$ cat src/rtl/spm_mem_arbiter_if.sv
// +-----------------------------------------------------------------------+
// | spm_mem_arbiter_if : requester-side bus of the RISC_SPM memory arbiter |
// | Rev 1.0                                                                 |
// +-----------------------------------------------------------------------+
`default_nettype none

interface spm_mem_arbiter_if #(
  parameter int AW = 8,
  parameter int DW = 8
);
  logic [2:0]      req;
  logic [2:0]      we;
  logic [3*AW-1:0] addr;
  logic [3*DW-1:0] wdata;
  logic [2:0]      gnt;
  logic [2:0]      rvalid;
  logic [DW-1:0]   rdata;

  modport master (output req, we, addr, wdata, input gnt, rvalid, rdata);
  modport slave  (input req, we, addr, wdata, output gnt, rvalid, rdata);
endinterface

`default_nettype wire

$ cat src/rtl/spm_mem_arbiter.sv
// +-----------------------------------------------------------------------+
// | spm_mem_arbiter : 3-port round-robin arbiter for the 256x8 SPM memory  |
// | Rev 1.0 -- SPM_ARB_FIXED_PRIO_EN selects fixed priority 1 > 2 > 0      |
// +-----------------------------------------------------------------------+
`default_nettype none

module spm_mem_arbiter #(
  parameter int AW = 8,
  parameter int DW = 8
) (
  input  logic                  clk,
  input  logic                  rst,
  spm_mem_arbiter_if.slave      bus,
  output logic                  busy,
  output logic                  mem_en,
  output logic                  mem_we,
  output logic [AW-1:0]         mem_addr,
  output logic [DW-1:0]         mem_wdata,
  input  logic [DW-1:0]         mem_rdata
);

  typedef enum logic [1:0] {
    IDLE  = 2'd0,
    ISSUE = 2'd1,
    RESP  = 2'd2
  } state_t;

  state_t        r_state;
  logic [1:0]    r_win;
  logic          r_en;
  logic          r_we;
  logic [2:0]    r_gnt;
  logic [2:0]    r_rvalid;
  logic [DW-1:0] r_rdata;
  logic [1:0]    w_win;
  logic          w_any;

`ifdef SPM_ARB_FIXED_PRIO_EN
  always_comb begin
    w_any = |bus.req;
    w_win = 2'd0;
    if (bus.req[1])
      w_win = 2'd1;
    else if (bus.req[2])
      w_win = 2'd2;
  end
`else
  logic [1:0] r_ptr;
  logic [1:0] w_c1;
  logic [1:0] w_c2;

  // Search last+1, last+2, then last itself (last+3 mod 3).
  always_comb begin
    w_any = |bus.req;
    w_c1  = (r_ptr == 2'd2) ? 2'd0 : r_ptr + 2'd1;
    w_c2  = (w_c1 == 2'd2) ? 2'd0 : w_c1 + 2'd1;
    if (bus.req[w_c1])
      w_win = w_c1;
    else if (bus.req[w_c2])
      w_win = w_c2;
    else
      w_win = r_ptr;
  end
`endif

  always_ff @(posedge clk) begin
    if (rst) begin
      r_state   <= IDLE;
      r_win     <= 2'd0;
      r_en      <= 1'b0;
      r_we      <= 1'b0;
      r_gnt     <= 3'b000;
      r_rvalid  <= 3'b000;
      r_rdata   <= '0;
      busy      <= 1'b0;
      mem_addr  <= '0;
      mem_wdata <= '0;
`ifndef SPM_ARB_FIXED_PRIO_EN
      r_ptr     <= 2'd2;
`endif
    end else begin
      r_gnt    <= 3'b000;
      r_rvalid <= 3'b000;
      r_en     <= 1'b0;
      r_we     <= 1'b0;
      case (r_state)
        IDLE: begin
          if (w_any) begin
            r_state   <= ISSUE;
            r_win     <= w_win;
            r_gnt     <= 3'b001 << w_win;
            r_en      <= 1'b1;
            r_we      <= bus.we[w_win];
            mem_addr  <= bus.addr[w_win*AW +: AW];
            mem_wdata <= bus.wdata[w_win*DW +: DW];
            busy      <= 1'b1;
`ifndef SPM_ARB_FIXED_PRIO_EN
            r_ptr     <= w_win;
`endif
          end
        end
        ISSUE: begin
          if (r_we) begin
            r_state <= IDLE;
            busy    <= 1'b0;
          end else begin
            r_state <= RESP;
          end
        end
        RESP: begin
          r_rdata  <= mem_rdata;
          r_rvalid <= 3'b001 << r_win;
          r_state  <= IDLE;
          busy     <= 1'b0;
        end
        default: begin
          r_state <= IDLE;
          busy    <= 1'b0;
        end
      endcase
    end
  end

  // Strobes are masked by rst so a reset landing in ISSUE never reaches the macro.
  assign mem_en     = r_en & ~rst;
  assign mem_we     = r_we & ~rst;
  assign bus.gnt    = r_gnt & {3{~rst}};
  assign bus.rvalid = r_rvalid & {3{~rst}};
  assign bus.rdata  = r_rdata;

endmodule

`default_nettype wire
$ cat src/flat_wrapper.sv
// flat-port wrapper written by rule: the top's interface ports become plain ports
module spm_mem_arbiter_flat 
#(
  parameter int AW = 8,
  parameter int DW = 8
)
  (clk, rst, busy, mem_en, mem_we, mem_addr, mem_wdata, mem_rdata, bus_req, bus_we, bus_addr, bus_wdata, bus_gnt, bus_rvalid, bus_rdata);
  spm_mem_arbiter_if #(.AW(AW), .DW(DW)) bus_i ();
  input  logic clk;
  input  logic rst;
  output logic busy;
  output logic mem_en;
  output logic mem_we;
  output logic [AW-1:0] mem_addr;
  output logic [DW-1:0] mem_wdata;
  input  logic [DW-1:0] mem_rdata;
  input wire logic [$bits(bus_i.req)-1:0] bus_req;
  input wire logic [$bits(bus_i.we)-1:0] bus_we;
  input wire logic [$bits(bus_i.addr)-1:0] bus_addr;
  input wire logic [$bits(bus_i.wdata)-1:0] bus_wdata;
  output wire logic [$bits(bus_i.gnt)-1:0] bus_gnt;
  output wire logic [$bits(bus_i.rvalid)-1:0] bus_rvalid;
  output wire logic [$bits(bus_i.rdata)-1:0] bus_rdata;
  assign bus_i.req = bus_req;
  assign bus_i.we = bus_we;
  assign bus_i.addr = bus_addr;
  assign bus_i.wdata = bus_wdata;
  assign bus_gnt = bus_i.gnt;
  assign bus_rvalid = bus_i.rvalid;
  assign bus_rdata = bus_i.rdata;
  spm_mem_arbiter #(.AW(AW), .DW(DW)) u_core (.clk(clk), .rst(rst), .bus(bus_i), .busy(busy), .mem_en(mem_en), .mem_we(mem_we), .mem_addr(mem_addr), .mem_wdata(mem_wdata), .mem_rdata(mem_rdata));
endmodule
$ cat config.mk
export PLATFORM = sky130hd
export DESIGN_NAME = spm_mem_arbiter_flat
export DESIGN_NICKNAME = d
export VERILOG_FILES = /design/src/rtl/spm_mem_arbiter_if.sv /design/src/rtl/spm_mem_arbiter.sv /design/src/flat_wrapper.sv
export SDC_FILE = /design/constraint.sdc
export NUM_CORES = 1
export LEC_CHECK = 0
export BUFFER_PORTS_ARGS = -buffer_cell sky130_fd_sc_hd__buf_4
export CORE_MARGIN = 1
export CORE_UTILIZATION = 47
export DETAILED_ROUTE_END_ITERATION = 10
export PLACE_DENSITY_LB_ADDON = 0.12
export SKIP_LAST_GASP = 1
export SLEW_MARGIN = 15
export SYNTH_ARGS = -nofsm -noshare
export SYNTH_HDL_FRONTEND = slang
export SYNTH_SLANG_ARGS = --single-unit
$ cat constraint.sdc
create_clock -name clk -period 4.1 [get_ports clk]
set_input_delay 0.41 -clock clk [delete_from_list [all_inputs] [get_ports clk]]
set_output_delay 0.41 -clock clk [all_outputs]
set_load 0.02 [all_outputs]
==> results of run 1 <==
==> cell families after synthesis <==
logic type             Yosys count  share of synthesized area
multiplexers                    17                     0.1064
AND/OR/NAND/NOR                 82                     0.2232
buffers and inverters           24                    0.06430
flip-flops                      38                     0.4494
AO/OA/AOI/OAI                   34                     0.1567
==> worst max-delay path, stage by stage, from the launching register on <==
cell and delay, ps:
dfxtp_1 390, nor2b_2 230, o21ai_1 110, o211ai_1 420, buf_4 330, mux2i_1 210
o221ai_1 120
==> metrics by stage <==
stage | instance area, sq um | hold WS [ps] | worst slack, ps | power [W] | utilization
after floorplan | 1693 | 408.3 | 2592 | 0.0005885 | -
after global placement | 2412 | 436.3 | 1876 | 0.0006956 | 0.7117
after detailed placement | 2412 | 433.9 | 1809 | 0.0006995 | 0.7117
after CTS | 2491 | 270.8 | 2000 | 0.0009329 | 0.7350
after global routing | 2497 | 283.2 | 2044 | 0.0009782 | 0.7368
final | 2497 | 287.6 | 2170 | 0.0009277 | 0.7368
==> registers in the layout, summed over array words and instances (netlist names) <==
signal,cells
u_core.bus.rdata,8
u_core.busy,1
u_core.mem_addr,8
u_core.mem_wdata,8
u_core.r_en,1
u_core.r_gnt,3
u_core.r_ptr,2
u_core.r_rvalid,3
u_core.r_state,2
u_core.r_we,1
u_core.r_win,1
==> worst paths after layout <==
check	startpoint	endpoint	slack, ps
worst min-delay path	bus_we[2]	u_core.r_we	290
worst min register to register	u_core.r_we	u_core.r_state[1]	450
worst max register to register	u_core.r_ptr[1]	u_core.mem_addr[3]	2170
worst max-delay path	u_core.r_ptr[1]	u_core.mem_addr[3]	2170
==> cell usage after synthesis <==
master,count
a2111oi_0,1
a21oi_1,9
a22oi_4,1
a311oi_1,8
a32oi_1,1
buf_2,3
buf_4,2
buf_6,1
clkbuf_1,8
dfxtp_1,38
inv_1,10
mux2_1,8
mux2i_1,9
nand2_1,35
nand2b_1,4
nand3_1,8
nor2_1,17
nor2b_1,9
nor2b_2,1
nor3_1,2
nor4_1,4
nor4b_1,2
o211a_1,1
o211ai_1,1
o21ai_0,2
o21ai_1,1
o221ai_1,8
o2bb2ai_1,1
==> where the power goes <==
group          internal [W]  switching, W  total [W]
Clock              0.000117      0.000119   0.000236
Sequential         0.000407     0.0000247   0.000432
Combinational      0.000127      0.000133   0.000260
==> area by class of cell <==
type                       count  area, sq um  area share
clock buffer                   8        78.83     0.03156
inverter                      10        37.54     0.01503
multi-input combinational    133        834.6      0.3342
sequential                    38        760.7      0.3046
tap                           46        57.56     0.02305
timing repair buffer          97        728.2      0.2916
==> per-layer routing <==
metal | vias to the layer above | share of wire | GRT usage
met4 | 0 | 0.012 | 0.07619
li1 | 859 | - | -
met3 | 6 | 0.059 | 0.06211
met2 | 60 | 0.49 | 0.3511
met1 | 760 | 0.44 | 0.2710
met5 | - | 0 | 0
==> results.py, run 1 <==
metrics = {
    "synthesis": {
        "ys_seq_elements": 38,
        "netlist_instances": 195,
        "synth.area.top_cells": "dfxtp_1 (45%), nand2_1 (7.8%), mux2i_1 (5.3%)",
        "yosysUniqueCellTypes": 28,
        "syn_nets": 259,
        "synth_area_sq_mm": 0.001693,
        "synth_top_area_frac": 0.4494,
        "avgSynthCellArea_sq_um": 8.681,
        "yosys_warnings": 0,
        "yosys.area.top_type": "dfxtp_1",
        "seq_area_frac_synth": 0.4494,
    },
    "layout": {
        "fin_nets": 349,
        "final_cell_mix": "buf_4 (97), dfxtp_1 (38), nand2_1 (35)",
        "nFillCells": 270,
        "finalNonFillerCells": 332,
        "drive_above_1_share": 0.3776,
        "antenna_cells": 0,
        "synthToLayoutAreaGrowth_pct": 47.52,
        "final_common_cell": "buf_4",
    },
    "floorplan": {
        "die_w_um": 62.02,
        "ioPinCount": 97,
        "start_util": 0.4994,
        "die_area_sq_mm": 0.003846,
        "num_rows": 21,
        "die_h_um": 62.02,
        "coreArea_sq_mm": 0.003390,
    },
    "min_path": {
        "min_path_type": "input port to flop",
        "whs_path_depth": 2,
    },
    "global_route": {
        "track_usage": 0.2154,
        "grt_max_degree": 36,
        "grt_pass1_wl_um": 6078,
        "antenna_found_initial": 0,
        "grt_overflow_total": 0,
        "grt_pass1_vias": 1401,
    },
    "sta": {
        "slew_viol_final": 0,
        "skew_ps": 17.75,
        "max_freq_ghz": 0.5183,
        "slew_headroom": 0.3865,
        "finalCriticalPeriod_ps": 1930,
        "rsz0062_at_grt": "false",
        "hold_viol": 0,
        "setup_tns_ps": 0,
        "setup_violations": 0,
        "period_share": 0.4706,
        "worst_pin_slew_ps": 916.2,
    },
    "critical_path": {
        "critPathLaunchType": "flop",
        "cp.arrival_ps": 2150,
        "path_max_fanout": 11,
        "critPathKind": "flop to flop",
        "crit_required_ps": 4320,
        "endpoint_kind": "flop",
        "r2r_cells": 6,
    },
    "clock_network": {
        "cts_max_level": 2,
        "cts_tree": "done",
        "cts_buffers": 5,
        "postCtsSetupBuffers": 0,
        "cts_max_path_buffers": 2,
        "cts_resized": 0,
        "hold_buffers": 0,
        "clock_sinks": 38,
        "cts-root-buf": "clkbuf_4",
        "cts.clk_slew.worst_paths_ps": 120,
        "insertion_delay_ps": 350,
    },
    "detailed_routing": {
        "drt-pass1-iter-count": 4,
        "routed_wl_um": 4037,
        "wl_per_cell_um": 12.16,
        "drc": 0,
        "drtAntennaViolNets": 0,
        "drt_iter0_drc": 85,
        "vias": 1685,
        "via_per_inst": 5.075,
    },
    "status": {
        "status": "completed",
    },
    "placement": {
        "place_inst": 324,
        "dp_hpwl_um": 2955,
        "io_buffers": 96,
        "place_congestion": 0.8155,
    },
    "power_and_ir_drop": {
        "p_leak_nw": 1.199,
        "p_per_area_mw_per_mm2": 371.5,
        "peakVddDrop_v": 0.0002065,
    },
    "run": {
        "cap_viol_max_count": 0,
    },
}
Power figures use the tool's default switching activity.
==> run 2, diff against run 1 <==
--- a/config.mk
+++ b/config.mk
@@ -7,7 +7,7 @@
 export LEC_CHECK = 0
 export BUFFER_PORTS_ARGS = -buffer_cell sky130_fd_sc_hd__buf_4
 export CORE_MARGIN = 1
-export CORE_UTILIZATION = 47
+export CORE_UTILIZATION = 43
 export DETAILED_ROUTE_END_ITERATION = 10
 export PLACE_DENSITY_LB_ADDON = 0.12
 export SKIP_LAST_GASP = 1
==> constraint.sdc (replaced) <==
create_clock -name clk -period 1.8 [get_ports clk]
set_input_delay 0.18 -clock clk [delete_from_list [all_inputs] [get_ports clk]]
set_output_delay 0.18 -clock clk [all_outputs]
set_load 0.02 [all_outputs]
==> results.py, run 2 (same netlist as run 1, synthesis figures left out) <==
metrics = {
    "power_and_ir_drop": {
        "p_per_area_mw_per_mm2": 888.3,
        "p_leak_nw": 1.239,
        "peakVddDrop_v": 0.0004786,
    },
    "layout": {
        "fin_nets": 355,
        "drive_above_1_share": 0.3904,
        "antenna_cells": 0,
        "final_cell_mix": "buf_4 (103), dfxtp_1 (38), nand2_1 (35)",
        "postLayoutCellArea_sq_mm": 0.002569,
        "final_common_cell": "buf_4",
        "synthToLayoutAreaGrowth_pct": 51.74,
    },
    "placement": {
        "io_buffers": 96,
        "dp_hpwl_um": 3084,
        "place_congestion": 0.7314,
        "placed_area_sq_mm": 0.002460,
    },
    "detailed_routing": {
        "drc": 0,
        "vias": 1695,
        "wl_per_cell_um": 12.02,
        "drt-pass1-iter-count": 4,
        "drtAntennaViolNets": 0,
        "drt_iter0_drc": 90,
        "routed_wl_um": 4088,
        "via_per_inst": 4.985,
    },
    "clock_network": {
        "postCtsSetupBuffers": 0,
        "cts_tree": "done",
        "cts.clk_slew.worst_paths_ps": 70,
        "insertion_delay_ps": 280,
        "cts-root-buf": "clkbuf_8",
        "clock_sinks": 38,
        "cts_resized": 0,
        "cts_max_level": 2,
        "cts_buffers": 5,
        "cts_max_path_buffers": 2,
        "hold_buffers": 0,
    },
    "critical_path": {
        "path_max_fanout": 13,
        "ff2ff_setup_slack_ps": 170,
        "timing.rr.start": "u_core.r_ptr[0]",
        "startpoint": "u_core.r_ptr[0]",
        "endpoint_kind": "flop",
        "critPathLaunchType": "flop",
        "r2r_cells": 6,
        "cp.arrival_ps": 1760,
        "critPathKind": "flop to flop",
        "crit_required_ps": 1930,
    },
    "global_route": {
        "track_usage": 0.1981,
        "grt_pass1_vias": 1486,
        "grt_max_degree": 35,
        "grt_pass1_wl_um": 6410,
        "grt_overflow_total": 0,
        "antenna_found_initial": 0,
    },
    "sta": {
        "finalCriticalPeriod_ps": 1632,
        "period_share": 0.9067,
        "rsz0062_at_grt": "false",
        "max_freq_ghz": 0.6127,
        "slew_viol_final": 0,
        "hold_viol": 0,
        "setup_violations": 0,
        "setup_tns_ps": 0,
        "skew_ps": 4.281,
        "slew_headroom": 0.5774,
        "worst_pin_slew_ps": 630.4,
    },
    "floorplan": {
        "coreArea_sq_mm": 0.003716,
        "die_w_um": 64.75,
        "die_area_sq_mm": 0.004192,
        "die_h_um": 64.75,
        "num_rows": 22,
        "ioPinCount": 97,
        "start_util": 0.4556,
    },
    "min_path": {
        "whs_path_depth": 2,
        "min_path_type": "input port to flop",
        "min_from": "bus_we[2]",
    },
    "run": {
        "cap_viol_max_count": 0,
    },
    "status": {
        "status": "completed",
    },
}
## run 2: where the power goes
group          switching, W  internal (W)  total, W  leakage, nW
combinational      0.000310      0.000303  0.000613        0.868
clock              0.000279      0.000407  0.000687       0.0579
sequential        0.0000544      0.000928  0.000982        0.312
total              0.000643       0.00164   0.00228         1.24
## run 2: worst max-delay path: stages (launching register included)
cell      delay, ps
dfxtp_1         370
nand2b_1        210
a22oi_4         160
buf_4           220
mux2_1          360
nand2_1          80
a311oi_1         80
## run 2: routing by layer
| layer | global-route usage | share of wire | vias to the layer above |
|---|---|---|---|
| met2 | 0.3359 | 0.49 | 64 |
| met4 | 0.07500 | 0.012 | 0 |
| li1 | - | - | 869 |
| met3 | 0.05458 | 0.067 | 6 |
| met5 | 0 | 0 | - |
| met1 | 0.2354 | 0.43 | 756 |
## run 2: path summary, 6_finish.rpt
path / endpoint
worst max-delay path: u_core.mem_addr[7]
worst min-delay path: u_core.r_we
worst max register to register: u_core.mem_addr[7]
worst min register to register: u_core.r_state[1]
## run 2: layout make-up
type | count | area (sq um)
Sequential cell | 38 | 760.7
Tap cell | 48 | 60.06
Clock buffer | 5 | 68.82
Clock inverter | 3 | 40.04
Timing Repair Buffer | 103 | 773.2
Fill cell | 340 | 1147
Inverter | 10 | 37.54
Multi-Input combinational cell | 133 | 828.3
## run 2: metrics by stage
stage                     total power [W]  utilization  instances  worst slack [ps]  hold slack, ps
after global placement           0.001610       0.6620        332             215.1           384.8
after CTS                        0.002298       0.6912        340             170.1           101.0
after global routing             0.002392       0.6912        340             41.68           104.1
after floorplan                  0.001341            -        195             355.4           296.9
after detailed placement         0.001617       0.6620        332             175.0           391.3
final                            0.002282       0.6912        340             167.9           105.2
==> run 3, diff against run 2 <==
--- a/config.mk
+++ b/config.mk
@@ -7,7 +7,7 @@
 export LEC_CHECK = 0
 export BUFFER_PORTS_ARGS = -buffer_cell sky130_fd_sc_hd__buf_4
 export CORE_MARGIN = 1
-export CORE_UTILIZATION = 43
+export CORE_UTILIZATION = 23
 export DETAILED_ROUTE_END_ITERATION = 10
 export PLACE_DENSITY_LB_ADDON = 0.12
 export SKIP_LAST_GASP = 1
==> constraint.sdc (replaced) <==
create_clock -name clk -period 1.35 [get_ports clk]
set_input_delay 0.135 -clock clk [delete_from_list [all_inputs] [get_ports clk]]
set_output_delay 0.135 -clock clk [all_outputs]
set_load 0.02 [all_outputs]
==> results.py, run 3 (same netlist as run 1, synthesis figures left out) <==
metrics = {
    "status": {
        "status": "finished, violations left",
        "violations": "setup timing",
    },
    "layout": {
        "final_common_cell": "buf_4",
        "multiInputGateArea_sq_um": 875.8,
        "final_cell_mix": "buf_4 (114), dfxtp_1 (36), nand2_1 (34)",
        "finalNonFillerCells": 404,
        "synthToLayoutAreaGrowth_pct": 67.85,
        "utilization": 0.4092,
        "fin_nets": 371,
        "drive_above_1_share": 0.4545,
        "regArea_sq_um": 765.7,
        "antenna_cells": 0,
        "postLayoutCellArea_sq_mm": 0.002841,
        "nFillCells": 750,
    },
    "critical_path": {
        "cp.arrival_ps": 1600,
        "cp_num_buf_inv": 1,
        "path_max_fanout": 12,
        "critPathLaunchType": "flop",
        "critPathKind": "flop to flop",
        "r2r_end": "u_core.mem_addr[5]",
        "crit_required_ps": 1510,
        "path_delay_family": "flip-flops",
        "ff2ff_setup_slack_ps": -90,
        "cp_cell_sequence": "nand2b_4, a22oi_4, buf_12, mux2_1, nand2_1, a311oi_2",
        "timing.rr.start": "u_core.r_ptr[0]",
        "endpoint_kind": "flop",
        "max_stage_delay_ps": 340,
        "cp_slowest_cell": "dfxtp_2",
        "r2r_cells": 6,
    },
    "sta": {
        "worst_pin_slew_ps": 549.7,
        "slew_headroom": 0.6322,
        "hold_viol": 0,
        "max_freq_ghz": 0.6937,
        "setup_violations": 17,
        "finalCriticalPeriod_ps": 1442,
        "slew_viol_final": 0,
        "skew_ps": 2.703,
        "setup_slack_ps": -91.60,
        "period_share": 1.068,
        "rsz0062_at_grt": "true",
    },
    "global_route": {
        "antenna_found_initial": 0,
        "grt_overflow_total": 0,
        "grt_pass1_vias": 1701,
        "track_usage": 0.1236,
        "grt_max_degree": 34,
        "grt_pass1_wl_um": 7327,
    },
    "floorplan": {
        "num_rows": 30,
        "die_h_um": 87.79,
        "die_area_sq_mm": 0.007707,
        "coreArea_sq_mm": 0.006944,
        "start_util": 0.2438,
        "die_w_um": 87.79,
        "ioPinCount": 97,
    },
    "clock_network": {
        "insertion_delay_ps": 290,
        "cts.clk_slew.worst_paths_ps": 70,
        "cts_tree": "done",
        "cts_max_level": 2,
        "clock_sinks": 38,
        "cts_max_path_buffers": 2,
        "hold_buffers": 0,
        "cts_buffers": 5,
        "cts-root-buf": "clkbuf_8",
    },
    "placement": {
        "io_buffers": 96,
        "placed_area_sq_mm": 0.002698,
        "place_inst": 395,
        "place_congestion": 0.7230,
        "dp_hpwl_um": 3581,
    },
    "min_path": {
        "min_from": "rst",
        "hold_end": "u_core.r_state[0]",
        "min_path_type": "input port to flop",
        "whs_path_depth": 2,
    },
    "run": {
        "cap_viol_max_count": 0,
    },
    "detailed_routing": {
        "routed_wl_um": 4714,
        "drt_iter0_drc": 39,
        "drtAntennaViolNets": 0,
        "wl_per_cell_um": 11.67,
        "via_per_inst": 4.292,
        "vias": 1734,
        "drc": 0,
        "drt-pass1-iter-count": 3,
    },
    "power_and_ir_drop": {
        "peakVddDrop_v": 0.0005054,
        "p_per_area_mw_per_mm2": 1087,
        "p_leak_nw": 1.342,
    },
}
==> run 3: cell count changes in the layout (fill, tap and decap cells not counted), moves of 2 or more <==
cell,delta
buf_4,+11
a311oi_1,-3
a311oi_2,+3
dfxtp_1,-2
buf_12,+4
==> run 3: how the worst max path moves through the flow <==
stage	startpoint	end	slack [ps]	depth (start not counted)
2_1_floorplan	u_core.r_ptr[1]	u_core.mem_addr[1]	1	7
3_3_place_gp	u_core.r_ptr[1]	u_core.mem_wdata[4]	-100	6
3_5_place_dp	u_core.r_ptr[1]	u_core.mem_wdata[4]	-120	6
4_1_cts	u_core.r_ptr[1]	u_core.mem_wdata[4]	-120	6
5_1_grt	u_core.r_ptr[1]	u_core.mem_wdata[1]	-210	6
6_report	u_core.r_ptr[0]	u_core.mem_addr[5]	-90	6
==> run 3: where the power goes <==
group,internal [W],switching (W)
registers,0.00124,0.0000677
logic,0.000504,0.000456
clock network,0.000411,0.000413
==> run 3: area by class of cell <==
| type | instances | area share |
|---|---|---|
| timing repair buffer | 119 | 0.3333 |
| multi-input combinational | 133 | 0.3082 |
| sequential | 38 | 0.2695 |
| tap | 96 | 0.04227 |
| clock buffer | 6 | 0.02906 |
| inverter | 10 | 0.01321 |
| clock inverter | 2 | 0.004403 |
==> run 3: stage by stage <==
| step | hold WS, ps | total power [W] | setup slack (ps) | TNS [ps] |
|---|---|---|---|---|
| after floorplan | 251.9 | 0.001803 | 1.417 | 0 |
| after global placement | 354.2 | 0.002269 | -100.7 | -1457 |
| after detailed placement | 365.4 | 0.002276 | -120.0 | -1471 |
| after CTS | 42.22 | 0.003137 | -116.8 | -1333 |
| after global routing | 49.57 | 0.003267 | -210.3 | -3077 |
| final | 45.29 | 0.003089 | -91.60 | -1099 |
==> run 3: layer usage <==
metal / track usage / share of wire
met4: 0.04471 / 0.017
met2: 0.2227 / 0.50
met1: 0.1376 / 0.43
met3: 0.03582 / 0.060
met5: 0 / 0
==> run 3: timing repair <==
item / in CTS / in global routing
pin swaps: 8 / 2
buffers inserted: 1 / 0
setup endpoints to repair: 18 / 18
gates resized for setup: 5 / 4
